`src/rtl/legofpga_bringup_if.sv`:
```
// legofpga bring-up sequencer signal bundle.
// master = board/host side, slave = sequencer.
interface legofpga_bringup_if;
  logic       ddr_calib_done;
  logic       phy_lnk_up;
  logic       retry;
  logic       core_rst_n;
  logic       user_lnk_up;
  logic       sys_ready;
  logic [2:0] state;
  logic [1:0] err_code;
  logic [7:0] link_down_cnt;

  modport master (
    output ddr_calib_done,
    output phy_lnk_up,
    output retry,
    input  core_rst_n,
    input  user_lnk_up,
    input  sys_ready,
    input  state,
    input  err_code,
    input  link_down_cnt
  );

  modport slave (
    input  ddr_calib_done,
    input  phy_lnk_up,
    input  retry,
    output core_rst_n,
    output user_lnk_up,
    output sys_ready,
    output state,
    output err_code,
    output link_down_cnt
  );
endinterface

```
`src/rtl/legofpga_bringup_ctrl.sv`:
```
// legofpga PCIe bring-up sequencer: core reset hold,
// DDR4 calibration wait, debounced link-up, error/retry.
module legofpga_bringup_ctrl #(
  parameter int RST_HOLD_CYCLES = 600,
  parameter int DEBOUNCE_CYCLES = 16,
  parameter int CALIB_TIMEOUT   = 1000000,
  parameter int LINK_TIMEOUT    = 4000000
) (
  input  logic               sys_clk,
  input  logic               sys_rst_n,
  legofpga_bringup_if.slave  bus
);

  localparam int M_A  = (RST_HOLD_CYCLES > DEBOUNCE_CYCLES)
                      ? RST_HOLD_CYCLES : DEBOUNCE_CYCLES;
  localparam int M_B  = (CALIB_TIMEOUT > LINK_TIMEOUT)
                      ? CALIB_TIMEOUT : LINK_TIMEOUT;
  localparam int MAXP = (M_A > M_B) ? M_A : M_B;
  localparam int TW   = $clog2(MAXP) + 1;
  localparam int DW   = $clog2(DEBOUNCE_CYCLES) + 1;

  localparam logic [TW-1:0] T_ONE      = TW'(1);
  localparam logic [TW-1:0] RST_LAST   = TW'(RST_HOLD_CYCLES - 1);
  localparam logic [TW-1:0] CALIB_LAST = TW'(CALIB_TIMEOUT - 1);
  localparam logic [TW-1:0] LINK_LAST  = TW'(LINK_TIMEOUT - 1);
  localparam logic [DW-1:0] D_ONE      = DW'(1);
  localparam logic [DW-1:0] DEB_LAST   = DW'(DEBOUNCE_CYCLES - 1);

  typedef enum logic [2:0] {
    S_RESET  = 3'd0,
    S_CALIB  = 3'd1,
    S_LINK   = 3'd2,
    S_ACTIVE = 3'd3,
    S_ERROR  = 3'd4
  } state_t;

  state_t        r_state;
  logic [TW-1:0] r_timer;
  logic [DW-1:0] r_deb;
  logic          r_core;
  logic          r_user;
  logic          r_ready;
  logic [1:0]    r_err;
  logic [7:0]    r_cnt;

  logic          w_differ;
  logic          w_accept;
  logic [DW-1:0] w_deb_step;

  assign w_differ = bus.phy_lnk_up != r_user;
  assign w_accept = w_differ && (r_deb == DEB_LAST);

  // Debounce run length: holds at the last step so a
  // level that differed long enough is accepted at once.
  always_comb begin
    w_deb_step = '0;
    if (w_differ) begin
      if (r_deb == DEB_LAST) w_deb_step = r_deb;
      else                   w_deb_step = r_deb + D_ONE;
    end
  end

  // Sequencer with registered outputs; every state
  // change restarts the timer.
  always_ff @(posedge sys_clk or negedge sys_rst_n) begin
    if (!sys_rst_n) begin
      r_state <= S_RESET;
      r_timer <= '0;
      r_deb   <= '0;
      r_core  <= 1'b0;
      r_user  <= 1'b0;
      r_ready <= 1'b0;
      r_err   <= 2'd0;
      r_cnt   <= 8'd0;
    end else begin
      r_timer <= r_timer + T_ONE;
      r_deb   <= w_deb_step;
      case (r_state)
        S_RESET: begin
          r_core <= 1'b0;
          if (r_timer == RST_LAST) begin
            r_state <= S_CALIB;
            r_timer <= '0;
            r_core  <= 1'b1;
          end
        end
        S_CALIB: begin
          if (bus.ddr_calib_done) begin
            r_state <= S_LINK;
            r_timer <= '0;
          end else if (r_timer == CALIB_LAST) begin
            r_state <= S_ERROR;
            r_timer <= '0;
            r_deb   <= '0;
            r_err   <= 2'd1;
            r_core  <= 1'b0;
          end
        end
        S_LINK: begin
          if (w_accept) begin
            r_state <= S_ACTIVE;
            r_timer <= '0;
            r_deb   <= '0;
            r_user  <= 1'b1;
            r_ready <= 1'b1;
          end else if (r_timer == LINK_LAST) begin
            r_state <= S_ERROR;
            r_timer <= '0;
            r_deb   <= '0;
            r_err   <= 2'd2;
            r_core  <= 1'b0;
          end
        end
        S_ACTIVE: begin
          if (!bus.ddr_calib_done) begin
            r_state <= S_ERROR;
            r_timer <= '0;
            r_deb   <= '0;
            r_err   <= 2'd3;
            r_core  <= 1'b0;
            r_user  <= 1'b0;
            r_ready <= 1'b0;
          end else if (w_accept) begin
            r_state <= S_LINK;
            r_timer <= '0;
            r_deb   <= '0;
            r_user  <= 1'b0;
            r_ready <= 1'b0;
            if (r_cnt != 8'hFF) r_cnt <= r_cnt + 8'd1;
          end
        end
        S_ERROR: begin
          r_core  <= 1'b0;
          r_user  <= 1'b0;
          r_ready <= 1'b0;
          if (bus.retry) begin
            r_state <= S_RESET;
            r_timer <= '0;
            r_deb   <= '0;
            r_err   <= 2'd0;
          end
        end
        default: begin
          r_state <= S_RESET;
          r_timer <= '0;
          r_deb   <= '0;
          r_core  <= 1'b0;
          r_user  <= 1'b0;
          r_ready <= 1'b0;
          r_err   <= 2'd0;
        end
      endcase
    end
  end

  assign bus.core_rst_n    = r_core;
  assign bus.user_lnk_up   = r_user;
  assign bus.sys_ready     = r_ready;
  assign bus.state         = r_state;
  assign bus.err_code      = r_err;
  assign bus.link_down_cnt = r_cnt;

endmodule

```
`src/flat_wrapper.sv`:
```
// flat-port wrapper written by rule: the top's interface ports become plain ports
module legofpga_bringup_ctrl_flat 
#(
  parameter int RST_HOLD_CYCLES = 600,
  parameter int DEBOUNCE_CYCLES = 16,
  parameter int CALIB_TIMEOUT   = 1000000,
  parameter int LINK_TIMEOUT    = 4000000
)
  (sys_clk, sys_rst_n, bus_ddr_calib_done, bus_phy_lnk_up, bus_retry, bus_core_rst_n, bus_user_lnk_up, bus_sys_ready, bus_state, bus_err_code, bus_link_down_cnt);
  legofpga_bringup_if bus_i ();
  input  logic sys_clk;
  input  logic sys_rst_n;
  input wire logic [$bits(bus_i.ddr_calib_done)-1:0] bus_ddr_calib_done;
  input wire logic [$bits(bus_i.phy_lnk_up)-1:0] bus_phy_lnk_up;
  input wire logic [$bits(bus_i.retry)-1:0] bus_retry;
  output wire logic [$bits(bus_i.core_rst_n)-1:0] bus_core_rst_n;
  output wire logic [$bits(bus_i.user_lnk_up)-1:0] bus_user_lnk_up;
  output wire logic [$bits(bus_i.sys_ready)-1:0] bus_sys_ready;
  output wire logic [$bits(bus_i.state)-1:0] bus_state;
  output wire logic [$bits(bus_i.err_code)-1:0] bus_err_code;
  output wire logic [$bits(bus_i.link_down_cnt)-1:0] bus_link_down_cnt;
  assign bus_i.ddr_calib_done = bus_ddr_calib_done;
  assign bus_i.phy_lnk_up = bus_phy_lnk_up;
  assign bus_i.retry = bus_retry;
  assign bus_core_rst_n = bus_i.core_rst_n;
  assign bus_user_lnk_up = bus_i.user_lnk_up;
  assign bus_sys_ready = bus_i.sys_ready;
  assign bus_state = bus_i.state;
  assign bus_err_code = bus_i.err_code;
  assign bus_link_down_cnt = bus_i.link_down_cnt;
  legofpga_bringup_ctrl #(.RST_HOLD_CYCLES(RST_HOLD_CYCLES), .DEBOUNCE_CYCLES(DEBOUNCE_CYCLES), .CALIB_TIMEOUT(CALIB_TIMEOUT), .LINK_TIMEOUT(LINK_TIMEOUT)) u_core (.sys_clk(sys_clk), .sys_rst_n(sys_rst_n), .bus(bus_i));
endmodule
```
`config.mk`:
```
export PLATFORM = sky130hd
export DESIGN_NAME = legofpga_bringup_ctrl_flat
export DESIGN_NICKNAME = d
export VERILOG_FILES = /design/src/rtl/legofpga_bringup_if.sv /design/src/rtl/legofpga_bringup_ctrl.sv /design/src/flat_wrapper.sv
export SDC_FILE = /design/constraint.sdc
export NUM_CORES = 1
export LEC_CHECK = 0
export BUFFER_PORTS_ARGS = -buffer_cell sky130_fd_sc_hd__buf_4
export CAP_MARGIN = 25
export CORE_ASPECT_RATIO = 0.5
export CORE_MARGIN = 8
export CORE_UTILIZATION = 42
export DETAILED_ROUTE_END_ITERATION = 10
export SETUP_SLACK_MARGIN = 0.2
export SYNTH_ARGS = -nofsm -noshare
export SYNTH_HDL_FRONTEND = slang
export SYNTH_SLANG_ARGS = --single-unit
```
`constraint.sdc`:
```
create_clock -name sys_clk -period 2.6 [get_ports sys_clk]
set_input_delay 0.78 -clock sys_clk [delete_from_list [all_inputs] [get_ports sys_clk]]
set_output_delay 0.78 -clock sys_clk [all_outputs]
set_load 0.01 [all_outputs]
```
==> impl_metrics.json, run 1 <==
{
  "outcome": "complete, no violations",
  "wl_per_cell_um": 16.4,
  "slowest_stage": "or3_4",
  "cp.required_ns": 2.74,
  "post-route-drc-count": 0,
  "final_hold_viol_count": 0,
  "p_leak_nw": 1.28,
  "yosysTopAreaCell": "dfrtp_1",
  "grt_first_pass_wirelength_um": 9510,
  "netlist_area_sq_um": 2390,
  "end_kind": "flip-flop",
  "cts_tree": "done",
  "synth_ff_type": "dfrtp_1",
  "relSlewSlack_pct": 63.3,
  "cts_max_level": 2,
  "fill_cells": 502,
  "synthSimpleGateAreaFrac_pct": 23.9,
  "coreArea_sq_um": 5490,
  "io_pins": 21,
  "setup-violations-final": 0,
  "die_height_um": 69.3,
  "yosysWarningCount": 0,
  "synth.avg_cell_area_sq_um": 10.2,
  "synth_edf_count": 0,
  "drt_iter0_markers": 79,
  "clockRootBuffer": "clkbuf_16",
  "dieArea_sq_um": 8500,
  "reg2reg_slack_ns": 0.28,
  "gp_congestion": 0.801,
  "start_util_pct": 43.5,
  "n_antenna_cell": 0,
  "synth_nets": 241,
  "ir_drop_mv": 0.452,
  "cts_hold_buf": 0,
  "path_clk_slew_ns": 0.06,
  "crit_type": "reg2reg",
  "max_stage_delay_ns": 0.43,
  "grt_max_degree": 44,
  "synth_seq_cells": 43,
  "tightestPinTransition_ns": 0.550,
  "finalMaxSlewViolations": 0,
  "io_buffers": 20,
  "nets": 275,
  "drive_gt1_share_pct": 23.9,
  "clock-sinks": 43,
  "synthCells": 233,
  "fin_setup_tns_ns": 0,
  "rows": 19,
  "post-synth-top-count-cell": "dfrtp_1",
  "synth_area_leaders": "dfrtp_1 45%, a21oi_1 6.1%, xnor2_1 5.9%",
  "fmax_ghz": 0.432,
  "power_density_nw_per_um2": 879,
  "grt_usage_pct": 13.8,
  "crit_fanout": 11,
  "clock_skew_ns": 0.00598,
  "synth_mux_area_share_pct": 1.36,
  "totalWireLength_um": 5600,
  "synthTopCellsByCount": "43 x dfrtp_1, 29 x a21oi_1, 16 x xnor2_1, 16 x xor2_1, 15 x nand2_1",
  "grt_antenna_before_repair": 0,
  "clock_path_buffers": 2,
  "hpwl_um": 3690,
  "cp-start-kind": "flip-flop",
  "dieWidth_um": 123,
  "synth_top_area_share_pct": 45.1,
  "grt_pass1_vias": 1912,
  "vias": 1921,
  "syn_to_final_growth_pct": 20.7,
  "worst-path-stages": 8,
  "dr.pass1.iters": 4,
  "grt_overflow_total": 0,
  "rr_startpoint": "u_core.r_timer[0]",
  "cts_buffers": 5,
  "routed_via_density": 5.63,
  "min_path_type": "in2async",
  "final_antenna_net_count": 0,
  "crit_start": "u_core.r_timer[0]",
  "rsz0062_at_grt": "false",
  "synthAdderAreaFrac_pct": 1.57,
  "drv_cap": 0,
  "synth_seq_area_share_pct": 45.1,
  "yosysUniqueCellTypes": 51,
  "synth_top_family_by_area": "simple AND/OR/NAND/NOR gates",
  "ys_async_sr_fraction_pct": 100,
  "critPathArrivalTime_ns": 2.46,
  "synth-xor-area-share_pct": 11.7,
  "crit-reg2reg-capture": "u_core.r_timer[0]",
  "whs_ns": 0.472,
  "cp_top_family": "simple AND/OR/NAND/NOR gates",
  "fin_crit_sh_pct": 89.0,
  "synth_compound_area_share_pct": 12.2,
  "min_period_ns": 2.32,
  "reg2reg_depth": 8,
  "critPathBufInv": 2,
  "worstPathCellList": "ha_4 -> nand4_4 -> or3_4 -> o311a_4 -> nor4_4 -> buf_4 -> clkbuf_16 -> a21oi_1",
  "cp-endpoint": "u_core.r_timer[0]",
  "worstSkewPairLatency_ns": 0.29
}
## cell families after synthesis
group	after synthesis
AND/OR/NAND/NOR	94
XOR/XNOR	32
adder cells (fa/ha/maj)	3
multiplexers	3
flip-flops	43
AO/OA/AOI/OAI	45
buffers and inverters	13
## flip-flops by register name (all words and copies together) (netlist names)
name                      cells
u_core.bus.core_rst_n         1
u_core.r_deb                  5
u_core.bus.link_down_cnt      8
u_core.bus.err_code           2
u_core.bus.state              3
u_core.r_timer               23
u_core.bus.user_lnk_up        1
## per-stage QoR
stage	total power [W]	cell area, sq um	worst slack [ns]	cells	util [%]
3_5_place_dp	0.00170	2610	0.198	324	47.5
3_3_place_gp	0.00169	2610	0.266	324	47.5
4_1_cts	0.00255	2860	0.202	338	52.2
2_1_floorplan	0.00149	2390	0.361	233	-
6_report	0.00253	2880	0.285	341	52.5
5_1_grt	0.00266	2880	0.204	341	52.5
## per-layer routing
layer  vias up  GRT usage [%]  routed length (um)
met5         -              0                   0
met4         0           4.42                  79
met3         8           3.49                 227
met2        40           21.3                2640
met1       959           18.3                2660
li1        914              -                   -
## power breakdown
part	switching, W	internal, W
clock	0.000252	0.000409
sequential	0.000103	0.000751
combinational	0.000527	0.000491
total	0.000882	0.00165
## layout by cell type (no fill, tap or decap), types with 2 or more instances in the layout
| cell type | count |
|---|---|
| a21oi_1 | 29 |
| a22o_1 | 2 |
| and3_1 | 9 |
| buf_4 | 33 |
| clkbuf_16 | 6 |
| clkbuf_8 | 2 |
| dfrtp_1 | 43 |
| ha_1 | 2 |
| inv_1 | 5 |
| mux2_2 | 2 |
| nand2_1 | 15 |
| nand3_1 | 13 |
| nand4_1 | 12 |
| nand4b_1 | 2 |
| nor2_1 | 10 |
| nor2b_1 | 3 |
| nor3_1 | 4 |
| nor3b_1 | 3 |
| nor4_1 | 3 |
| nor4b_1 | 2 |
| o21ai_0 | 2 |
| o41ai_2 | 2 |
| or2_2 | 2 |
| or2b_2 | 2 |
| or3_2 | 2 |
| xnor2_1 | 16 |
| xor2_1 | 16 |
## layout make-up
cell class                      instances  area [sq um]  area share, %
Timing Repair Buffer                   35           293           10.2
Inverter                                5          18.8          0.651
Tap cell                               73          91.3           3.17
Multi-Input combinational cell        177          1250           43.2
Clock buffer                            8           156           5.43
Sequential cell                        43          1080           37.3
## worst min-delay path by stage
| stage | endpoint | slack [ns] | cells after the start |
|---|---|---|---|
| floorplan | u_core.r_timer[0] | 0.44 | 1 |
| global placement | u_core.r_timer[0] | 0.46 | 1 |
| detailed placement | u_core.r_timer[0] | 0.47 | 1 |
| CTS | u_core.bus.link_down_cnt[7] | 0.50 | 1 |
| global route | u_core.bus.user_lnk_up | 0.52 | 1 |
| finish | u_core.bus.user_lnk_up | 0.47 | 1 |
## what timing repair did
item	4_1_cts	5_1_grt
endpoints found under the hold margin	0	0
pin swaps	4	2
cloned	1	0
setup endpoints to repair	8	28
buffers inserted	5	3
gates resized for setup	4	2
Power figures use the tool's default switching activity.
==> run 2, diff against run 1 <==
==> constraint.sdc (replaced) <==
create_clock -name sys_clk -period 2.5 [get_ports sys_clk]
set_input_delay 0.75 -clock sys_clk [delete_from_list [all_inputs] [get_ports sys_clk]]
set_output_delay 0.75 -clock sys_clk [all_outputs]
set_load 0.02 [all_outputs]
==> impl_metrics.json, run 2 (synthesized netlist as in run 1, its figures left out) <==
{
  "grt_pass1_vias": 1801,
  "power_density_nw_per_um2": 888,
  "power.share.combinational_pct": 37.5,
  "final_antenna_net_count": 0,
  "vias": 1849,
  "post-route-drc-count": 0,
  "largest_reg_flops": 23,
  "cts_max_level": 2,
  "rows": 19,
  "final_hold_viol_count": 0,
  "final_common_cell": "dfrtp_1",
  "grt_first_pass_wirelength_um": 8900,
  "fmax_ghz": 0.431,
  "rsz0062_at_grt": "true",
  "outcome": "complete, no violations",
  "cts_buffers": 5,
  "p_leak_nw": 1.25,
  "cp.required_ns": 2.63,
  "finalMaxSlewViolations": 0,
  "dieArea_sq_um": 8500,
  "min_path_type": "in2async",
  "critPathArrivalTime_ns": 2.45,
  "switching_share_pct": 35.2,
  "grt_usage_pct": 12.8,
  "dieWidth_um": 123,
  "crit_fanout": 24,
  "grt_max_degree": 44,
  "dr.pass1.iters": 4,
  "tightestPinTransition_ns": 0.553,
  "relSlewSlack_pct": 63.1,
  "io_pins": 21,
  "setup-violations-final": 0,
  "hpwl_um": 3720,
  "crit_type": "reg2reg",
  "p_int_w": 0.00162,
  "slowest_stage": "or4_4",
  "drt_iter0_markers": 103,
  "drive_gt1_share_pct": 22.1,
  "fin_setup_tns_ns": 0,
  "clockRootBuffer": "clkbuf_16",
  "n_antenna_cell": 0,
  "gp_congestion": 0.847,
  "end_kind": "flip-flop",
  "max_flop_register": "u_core.r_timer",
  "nets": 269,
  "pwr-share-seq_pct": 35.7,
  "io_buffers": 20,
  "ir_drop_mv": 0.478,
  "wl_per_cell_um": 15.6,
  "worstSkewPairLatency_ns": 0.28,
  "finish.utilization_pct": 51.2,
  "switchingPower_w": 0.000879,
  "layout_common_cells": "43 x dfrtp_1, 29 x a21oi_1, 28 x buf_4, 16 x xor2_1, 16 x xnor2_1",
  "fill_cells": 491,
  "grt_antenna_before_repair": 0,
  "cts_hold_buf": 0,
  "clock_skew_ns": 0.00446,
  "reg2reg_depth": 7,
  "syn_to_final_growth_pct": 17.8,
  "grt_overflow_total": 0,
  "totalWireLength_um": 5230,
  "start_util_pct": 43.5,
  "min_period_ns": 2.32,
  "cts_tree": "done",
  "cp-start-kind": "flip-flop",
  "path_clk_slew_ns": 0.06,
  "clock-sinks": 43,
  "worstPathCellList": "ha_2 -> nand4_4 -> or4_4 -> o31a_1 -> nor4_4 -> buf_12 -> a21boi_0",
  "clock_path_buffers": 2,
  "coreArea_sq_um": 5490,
  "routed_via_density": 5.52,
  "max_stage_delay_ns": 0.59,
  "clockPowerShare_pct": 26.8,
  "fin_crit_sh_pct": 92.9,
  "drv_cap": 0,
  "die_height_um": 69.3
}
-- run 2: layout make-up --
| type | count | area [sq um] | area share (%) |
|---|---|---|---|
| Clock buffer | 8 | 156 | 5.56 |
| Inverter | 5 | 18.8 | 0.667 |
| Multi-Input combinational cell | 177 | 1240 | 44.1 |
| Sequential cell | 43 | 1080 | 38.3 |
| Tap cell | 73 | 91.3 | 3.25 |
| Timing Repair Buffer | 29 | 230 | 8.19 |
-- run 2: power groups by stage --
stage,clock network [W],registers (W),logic [W]
global route,0.000725,0.000907,0.00102
floorplan,0,0.000921,0.000666
finish,0.000670,0.000892,0.000936
global placement,0,0.000894,0.000901
detailed placement,0,0.000900,0.000909
CTS,0.000689,0.000888,0.000911
-- run 2: stage by stage --
stage	power (W)	hold WS [ns]	std cells	instance area [sq um]	worst slack, ns
CTS	0.00249	0.481	333	2770	0.176
finish	0.00250	0.460	335	2810	0.178
global route	0.00266	0.510	335	2810	0.0825
detailed placement	0.00181	0.478	325	2610	0.184
global placement	0.00180	0.457	325	2610	0.244
floorplan	0.00159	0.442	233	2390	0.261
-- run 2: final timing paths --
path / from / endpoint / slack, ns
min in group sys_clk: u_core.bus.link_down_cnt[6] / u_core.bus.link_down_cnt[6] / 0.49
setup reg to reg: u_core.r_timer[0] / u_core.r_timer[1] / 0.18
setup / recovery: u_core.r_timer[0] / u_core.r_timer[1] / 0.18
hold reg to reg: u_core.bus.link_down_cnt[6] / u_core.bus.link_down_cnt[6] / 0.49
max in group asynchronous: sys_rst_n / u_core.bus.state[2] / 1.66
hold / removal: sys_rst_n / u_core.r_deb[1] / 0.46
-- run 2: critical path, delay by kind of cell (launching register included) --
kind	cells	cell delay (ns)
AOI/OAI and AO/OA	2	0.45
DFF	1	0.39
adders and majority gates	1	0.22
buffers and inverters	1	0.20
and+or+nand+nor	3	0.91
-- run 2: timing repair --
action	4_1_cts	5_1_grt
pin swaps	0	3
gates resized for setup	0	5
setup buffers	0	2
setup endpoints to repair	1	32
-- run 2: routing by layer --
metal / vias up / GRT usage (%) / wire (um)
met1: 900 / 17.0 / 2540
met4: 0 / 3.75 / 53
met5: - / 0 / 0
met3: 4 / 3.82 / 230
li1: 903 / - / -
met2: 42 / 19.5 / 2410
